File: config.mk
export PLATFORM = sky130hd
export DESIGN_NAME = cache_fill_ctrl_flat
export DESIGN_NICKNAME = d
export VERILOG_FILES = /design/src/rtl/cache_fill_ctrl_if.sv /design/src/rtl/cache_fill_ctrl.sv /design/src/flat_wrapper.sv
export SDC_FILE = /design/constraint.sdc
export NUM_CORES = 1
export LEC_CHECK = 0
export CAP_MARGIN = 20
export CORE_AREA = 2 2 81 83
export DETAILED_ROUTE_END_ITERATION = 10
export DIE_AREA = 0 0 83 85
export PLACE_DENSITY = 0.79
export SYNTH_ARGS = -nofsm -noshare
export SYNTH_HDL_FRONTEND = slang
export SYNTH_SLANG_ARGS = --single-unit
File: constraint.sdc
create_clock -name clk -period 1.73 [get_ports clk]
set_input_delay 0.346 -clock clk [delete_from_list [all_inputs] [get_ports clk]]
set_output_delay 0.346 -clock clk [all_outputs]
set_load 0.01 [all_outputs]
File: src/rtl/cache_fill_ctrl_if.sv
// Signal bundle between the miss sequencer and its neighbours: the hit/miss logic,
// the memory read port, and the data/tag array write sides.
interface cache_fill_ctrl_if #(
  parameter int unsigned ADDR_W     = 16,
  parameter int unsigned DATA_W     = 16,
  parameter int unsigned NUM_BLOCKS = 64,
  parameter int unsigned IDX_W      = 6
);
  logic                  miss_detected;
  logic [ADDR_W-1:0]     miss_address;
  logic [IDX_W-1:0]      miss_index;
  logic [DATA_W-1:0]     memory_data;
  logic                  memory_data_valid;
  logic                  mem_read_req;
  logic [ADDR_W-1:0]     memory_address;
  logic                  fsm_busy;
  logic                  write_data_array;
  logic                  write_tag_array;
  logic [DATA_W-1:0]     data_out;
  logic [NUM_BLOCKS-1:0] block_enable;
  logic [7:0]            word_enable;
  logic                  fill_done;

  modport slave (
    input  miss_detected, miss_address, miss_index, memory_data, memory_data_valid,
    output mem_read_req, memory_address, fsm_busy, write_data_array, write_tag_array,
           data_out, block_enable, word_enable, fill_done
  );

  modport master (
    output miss_detected, miss_address, miss_index, memory_data, memory_data_valid,
    input  mem_read_req, memory_address, fsm_busy, write_data_array, write_tag_array,
           data_out, block_enable, word_enable, fill_done
  );
endinterface

File: src/rtl/cache_fill_ctrl.sv
// Cache miss sequencer: issues 8 word reads for the missing line, steers returned
// words into the data array, then pulses the tag write and a completion strobe.
module cache_fill_ctrl #(
  parameter int unsigned ADDR_W     = 16,
  parameter int unsigned DATA_W     = 16,
  parameter int unsigned NUM_BLOCKS = 64,
  parameter int unsigned IDX_W      = 6
) (
  input logic           clk,
  input logic           rst,
  cache_fill_ctrl_if.slave bus
);

  typedef enum logic [1:0] {StIdle, StFill, StTag} state_e;

  state_e             r_state, w_state_nxt;
  logic [ADDR_W-1:0]  r_base, w_base_nxt;
  logic [IDX_W-1:0]   r_index, w_index_nxt;
  logic [3:0]         r_issue_cnt, w_issue_cnt_nxt;
  logic [3:0]         r_recv_cnt, w_recv_cnt_nxt;
  logic [NUM_BLOCKS-1:0] w_blk_onehot;

  assign w_blk_onehot = {{(NUM_BLOCKS-1){1'b0}}, 1'b1} << r_index;

  always_ff @(posedge clk or negedge rst) begin
    if (!rst) begin
      r_state     <= StIdle;
      r_base      <= '0;
      r_index     <= '0;
      r_issue_cnt <= '0;
      r_recv_cnt  <= '0;
    end else begin
      r_state     <= w_state_nxt;
      r_base      <= w_base_nxt;
      r_index     <= w_index_nxt;
      r_issue_cnt <= w_issue_cnt_nxt;
      r_recv_cnt  <= w_recv_cnt_nxt;
    end
  end

  always_comb begin
    w_state_nxt          = r_state;
    w_base_nxt           = r_base;
    w_index_nxt          = r_index;
    w_issue_cnt_nxt      = r_issue_cnt;
    w_recv_cnt_nxt       = r_recv_cnt;
    bus.mem_read_req     = 1'b0;
    bus.memory_address   = '0;
    bus.fsm_busy         = 1'b0;
    bus.write_data_array = 1'b0;
    bus.write_tag_array  = 1'b0;
    bus.data_out         = '0;
    bus.block_enable     = '0;
    bus.word_enable      = '0;
    bus.fill_done        = 1'b0;

    unique case (r_state)
      StIdle: begin
        if (bus.miss_detected) begin
          // Line-align: 8 words x 2 bytes = 16-byte line.
          w_base_nxt      = bus.miss_address & ~ADDR_W'(4'hF);
          w_index_nxt     = bus.miss_index;
          w_issue_cnt_nxt = '0;
          w_recv_cnt_nxt  = '0;
          w_state_nxt     = StFill;
        end
      end
      StFill: begin
        bus.fsm_busy     = 1'b1;
        bus.block_enable = w_blk_onehot;
        if (r_issue_cnt < 4'd8) begin
          bus.mem_read_req   = 1'b1;
          bus.memory_address = r_base + ADDR_W'({r_issue_cnt[2:0], 1'b0});
          w_issue_cnt_nxt    = r_issue_cnt + 4'd1;
        end
        // Returns arrive in issue order, so the receive count alone picks the word.
        if (bus.memory_data_valid && (r_recv_cnt < 4'd8)) begin
          bus.write_data_array = 1'b1;
          bus.data_out         = bus.memory_data;
          bus.word_enable      = 8'd1 << r_recv_cnt[2:0];
          w_recv_cnt_nxt       = r_recv_cnt + 4'd1;
          if (r_recv_cnt == 4'd7) begin
            w_state_nxt = StTag;
          end
        end
      end
      StTag: begin
        bus.fsm_busy        = 1'b1;
        bus.block_enable    = w_blk_onehot;
        bus.write_tag_array = 1'b1;
        bus.fill_done       = 1'b1;
        w_state_nxt         = StIdle;
      end
      default: w_state_nxt = StIdle;
    endcase
  end

endmodule

File: src/flat_wrapper.sv
// flat-port wrapper written by rule: the top's interface ports become plain ports
module cache_fill_ctrl_flat 
#(
  parameter int unsigned ADDR_W     = 16,
  parameter int unsigned DATA_W     = 16,
  parameter int unsigned NUM_BLOCKS = 64,
  parameter int unsigned IDX_W      = 6
)
  (clk, rst, bus_miss_detected, bus_miss_address, bus_miss_index, bus_memory_data, bus_memory_data_valid, bus_mem_read_req, bus_memory_address, bus_fsm_busy, bus_write_data_array, bus_write_tag_array, bus_data_out, bus_block_enable, bus_word_enable, bus_fill_done);
  cache_fill_ctrl_if #(.ADDR_W(ADDR_W), .DATA_W(DATA_W), .NUM_BLOCKS(NUM_BLOCKS), .IDX_W(IDX_W)) bus_i ();
  input logic clk;
  input logic rst;
  input wire logic [$bits(bus_i.miss_detected)-1:0] bus_miss_detected;
  input wire logic [$bits(bus_i.miss_address)-1:0] bus_miss_address;
  input wire logic [$bits(bus_i.miss_index)-1:0] bus_miss_index;
  input wire logic [$bits(bus_i.memory_data)-1:0] bus_memory_data;
  input wire logic [$bits(bus_i.memory_data_valid)-1:0] bus_memory_data_valid;
  output wire logic [$bits(bus_i.mem_read_req)-1:0] bus_mem_read_req;
  output wire logic [$bits(bus_i.memory_address)-1:0] bus_memory_address;
  output wire logic [$bits(bus_i.fsm_busy)-1:0] bus_fsm_busy;
  output wire logic [$bits(bus_i.write_data_array)-1:0] bus_write_data_array;
  output wire logic [$bits(bus_i.write_tag_array)-1:0] bus_write_tag_array;
  output wire logic [$bits(bus_i.data_out)-1:0] bus_data_out;
  output wire logic [$bits(bus_i.block_enable)-1:0] bus_block_enable;
  output wire logic [$bits(bus_i.word_enable)-1:0] bus_word_enable;
  output wire logic [$bits(bus_i.fill_done)-1:0] bus_fill_done;
  assign bus_i.miss_detected = bus_miss_detected;
  assign bus_i.miss_address = bus_miss_address;
  assign bus_i.miss_index = bus_miss_index;
  assign bus_i.memory_data = bus_memory_data;
  assign bus_i.memory_data_valid = bus_memory_data_valid;
  assign bus_mem_read_req = bus_i.mem_read_req;
  assign bus_memory_address = bus_i.memory_address;
  assign bus_fsm_busy = bus_i.fsm_busy;
  assign bus_write_data_array = bus_i.write_data_array;
  assign bus_write_tag_array = bus_i.write_tag_array;
  assign bus_data_out = bus_i.data_out;
  assign bus_block_enable = bus_i.block_enable;
  assign bus_word_enable = bus_i.word_enable;
  assign bus_fill_done = bus_i.fill_done;
  cache_fill_ctrl #(.ADDR_W(ADDR_W), .DATA_W(DATA_W), .NUM_BLOCKS(NUM_BLOCKS), .IDX_W(IDX_W)) u_core (.clk(clk), .rst(rst), .bus(bus_i));
endmodule
==> summary.md <==
| Metric | Value |
|---|---|
| Die H | `85 um` |
| Post-synth EDFFs | `0` |
| Tot GR Track Use | `19.03%` |
| Final Non-Filler Cells | `522` |
| Synth cell count leaders | `nor2_1, dfrtp_1, and3_1, mux2_2, nand2_1` |
| I/O pin count | `151` |
| R2R Path Start | `u_core.r_state[0]$_DFFE_PN0P_` |
| Hpwl dp | `between 5000 and 6000 um` |
| Sequential share of the synthesized area | `about a third` |
| WP data arrival | `roughly 1.6 ns` |
| Leak Pwr | `0.001960 uW` |
| Overflow after GRT | `0` |
| Core area | `6205 um^2` |
| Syn Nets | `307` |
| Layout cells sized above 1 | `53.71%` |
| # clock sinks | `28` |
| Warnings from Yosys | `0` |
| Met1 wire length | `between 2000 and 3000 um` |
| Worst-Skew Late Latency | `0.27 ns` |
| First-pass DRT Iterations | `4` |
| CTS H-tree lvls | `1` |
| RSZ-0062 raised after global routing | `true` |
| Peak VDD IR | `776.8 uV` |
| WL met2 | `between 3000 and 4000 um` |
| Synth-to-Final Area Change | `82.88%` |
| Synth top area share | `33.63%` |
| Crit path kind | `register to output port` |
| Run status | `finished, violations left` |
| DR top layer | `met4` |
| Port bufs | `145` |
| CTS Buffer Depth | `2` |
| Endpoints failing hold | `0` |
| First-pass GRT wire length | `11250 um` |
| Crit path max fanout | `8` |
| Post-Syn Area per Cell | `8.202 um^2` |
| Distinct cells, synth | `34` |
| Design Power | `approximately 5400 uW` |
| Gpl congestion | `0.8259` |
| Setup violations, final | `104` |
| Chip width | `~83 um` |
| Post-Route Setup TNS | `-18.45 ns` |
| Req. time, crit path | `between 1 and 1.5 ns` |
| Met3 WL post-DR | `355 um` |
| Most numerous cell in the Yosys netlist | `nor2_1` |
| Post-Syn Area | `2083 um^2` |
| CTS tree | `done` |
| Fin crit share | `115.1%` |
| Full die area | `between 7000 and 8000 um^2` |
| Clock Pin Slew Worst Setup and Hold Paths | `0.09 ns` |
| Final min period | `1.991 ns` |
| CP endpoint kind | `output port` |
| Gate Count Post-Synth | `between 200 and 300` |
| Hold WC Path Type | `input pin to async pin` |
| Hold Slack | `approximately 0.44 ns` |
| Vias/cell | `4.860` |
| Max-cap violations | `0` |
| Fraction of registers with async set/reset | `100.0%` |
| Initial antenna violation count | `0` |
| Clock buffer count from CTS | `3` |
| DRT iter0 DRCs | `111` |
| Power density cells | `~1400 nW/um^2` |
| Drt total wl | `7354 um` |
| Failing checks | `negative setup slack` |
| NumNets Final | `around 500` |
| Synth Flop Type | `dfrtp_1` |
| Drt wl/cell | `14.09 um` |
| Synth area leaders | `dfrtp_1, nor2_1, mux2_2, ha_1, and3_1` |
| Final max-slew violation count | `0` |
| Worst setup margin | `-0.2608 ns` |
| # hold bufs at CTS | `0` |
| Crit path from | `u_core.r_state[1]$_DFFE_PN0P_` |
| Vias in the first global route | `2292` |
| Max Freq | `0.5023 GHz` |
| Initial Utilization | `33.58%` |
| Pin count of the biggest net entering global routing | `29` |
| Clk root buf | `clkbuf_8` |
| Placed Cells | `501` |
| Clock skew | `between 0.002 and 0.0025 ns` |
| Diodes inserted | `0` |
| Final antenna-violating net count | `0` |
| Row Count | `29` |
| Yosys top cell by area | `dfrtp_1` |
| DRC | `0` |
| Synthesized flop and latch total | `28` |
| Critical Path Source Type | `register` |
| Via count | `2537` |
## critical path, cell delays in order, from the launching register on
cell and delay [ns]:
dfrtp_1 0.36, inv_2 0.07, ha_4 0.28, and2b_4 0.19
buf_6 0.12, nand2_8 0.07, nor2_2 0.12, buf_2 0.14
## layout make-up
type                    count  area, um^2
clock buffers               4       55.05
fillers                   539        2395
inverters                   6       25.02
multi-input cells         206        1461
flip-flops and latches     28       700.7
well taps                  77       96.34
repair buffers            201        1471
## power by group
part           internal [uW]  switching [uW]  leakage [uW]
Sequential               956             245      0.000342
Clock                    204             200     0.0000288
Combinational           1920            1880       0.00159
Total                   3080            2330       0.00196
## stage by stage
step | util [%] | setup WS, ns | cell area [um^2]
after detailed placement | 61.91 | -0.5366 | 3841
after CTS | 58.64 | -0.2617 | 3638
after global placement | 61.91 | -0.4854 | 3841
after floorplan | - | 0.02627 | 2083
final | 61.40 | -0.2608 | 3810
after global routing | 61.40 | -0.3578 | 3810
## path summary, 6_finish.rpt
| check | slack [ns] | end | depth (start not counted) |
|---|---|---|---|
| max | -0.26 | bus_block_enable[7] | 7 |
| min | 0.44 | u_core.r_base[12]$_DFFE_PN0P_ | 2 |
| max reg2reg | 0.06 | u_core.r_state[0]$_DFFE_PN0P_ | 7 |
| min reg2reg | 0.50 | u_core.r_base[8]$_DFFE_PN0P_ | 1 |
| max in group asynchronous | 1.04 | u_core.r_recv_cnt[2]$_DFFE_PN0P_ | 2 |
| min in group clk | 0.50 | u_core.r_base[8]$_DFFE_PN0P_ | 1 |
## per-layer routing
metal / global-route usage [%] / vias up
met3: 2.335 / 8
met4: 4.620 / 0
met5: 0 / -
met1: 22.67 / 1203
li1: - / 1228
met2: 36.29 / 98
## registers in the layout (all words and copies together), names as in the netlist
signal	flops
u_core.r_index	6
u_core.r_base	12
u_core.r_recv_cnt	4
u_core.r_state	2
u_core.r_issue_cnt	4
## repair_timing
action	CTS	global route
buffers inserted	12	4
pin swaps	13	5
setup endpoints to repair	108	108
resized for setup	472	40
cloned	1	0
## placed cells by master, fill, tap and decap left out, types with 2 or more instances in the layout
cell / instances
clkbuf_8: 4
nor2_2: 26
and2b_1: 5
nand2b_4: 2
dfrtp_1: 28
nand3b_1: 2
buf_2: 95
nor2_1: 37
ha_4: 2
mux2_2: 19
nand2_1: 17
nand3_2: 2
ha_1: 8
inv_1: 3
clkdlybuf4s50_1: 36
o21ai_0: 7
nand3_1: 7
and3_2: 5
inv_2: 2
buf_6: 23
nand2_8: 2
or3_1: 2
o311ai_1: 2
nand4_1: 3
and2_1: 16
buf_4: 41
nor2b_1: 3
and3_4: 2
clkdlybuf4s15_1: 2
and3_1: 17
nor2_4: 5
## logic make-up after synthesis
group	share of synthesized area, %
other	0.1800
buffers and inverters	5.766
AO/OA/AOI/OAI	4.985
adder cells (fa/ha/maj)	6.607
flip-flops	33.63
AND/OR/NAND/NOR	38.08
multiplexers	10.75
Power figures use the tool's default switching activity.
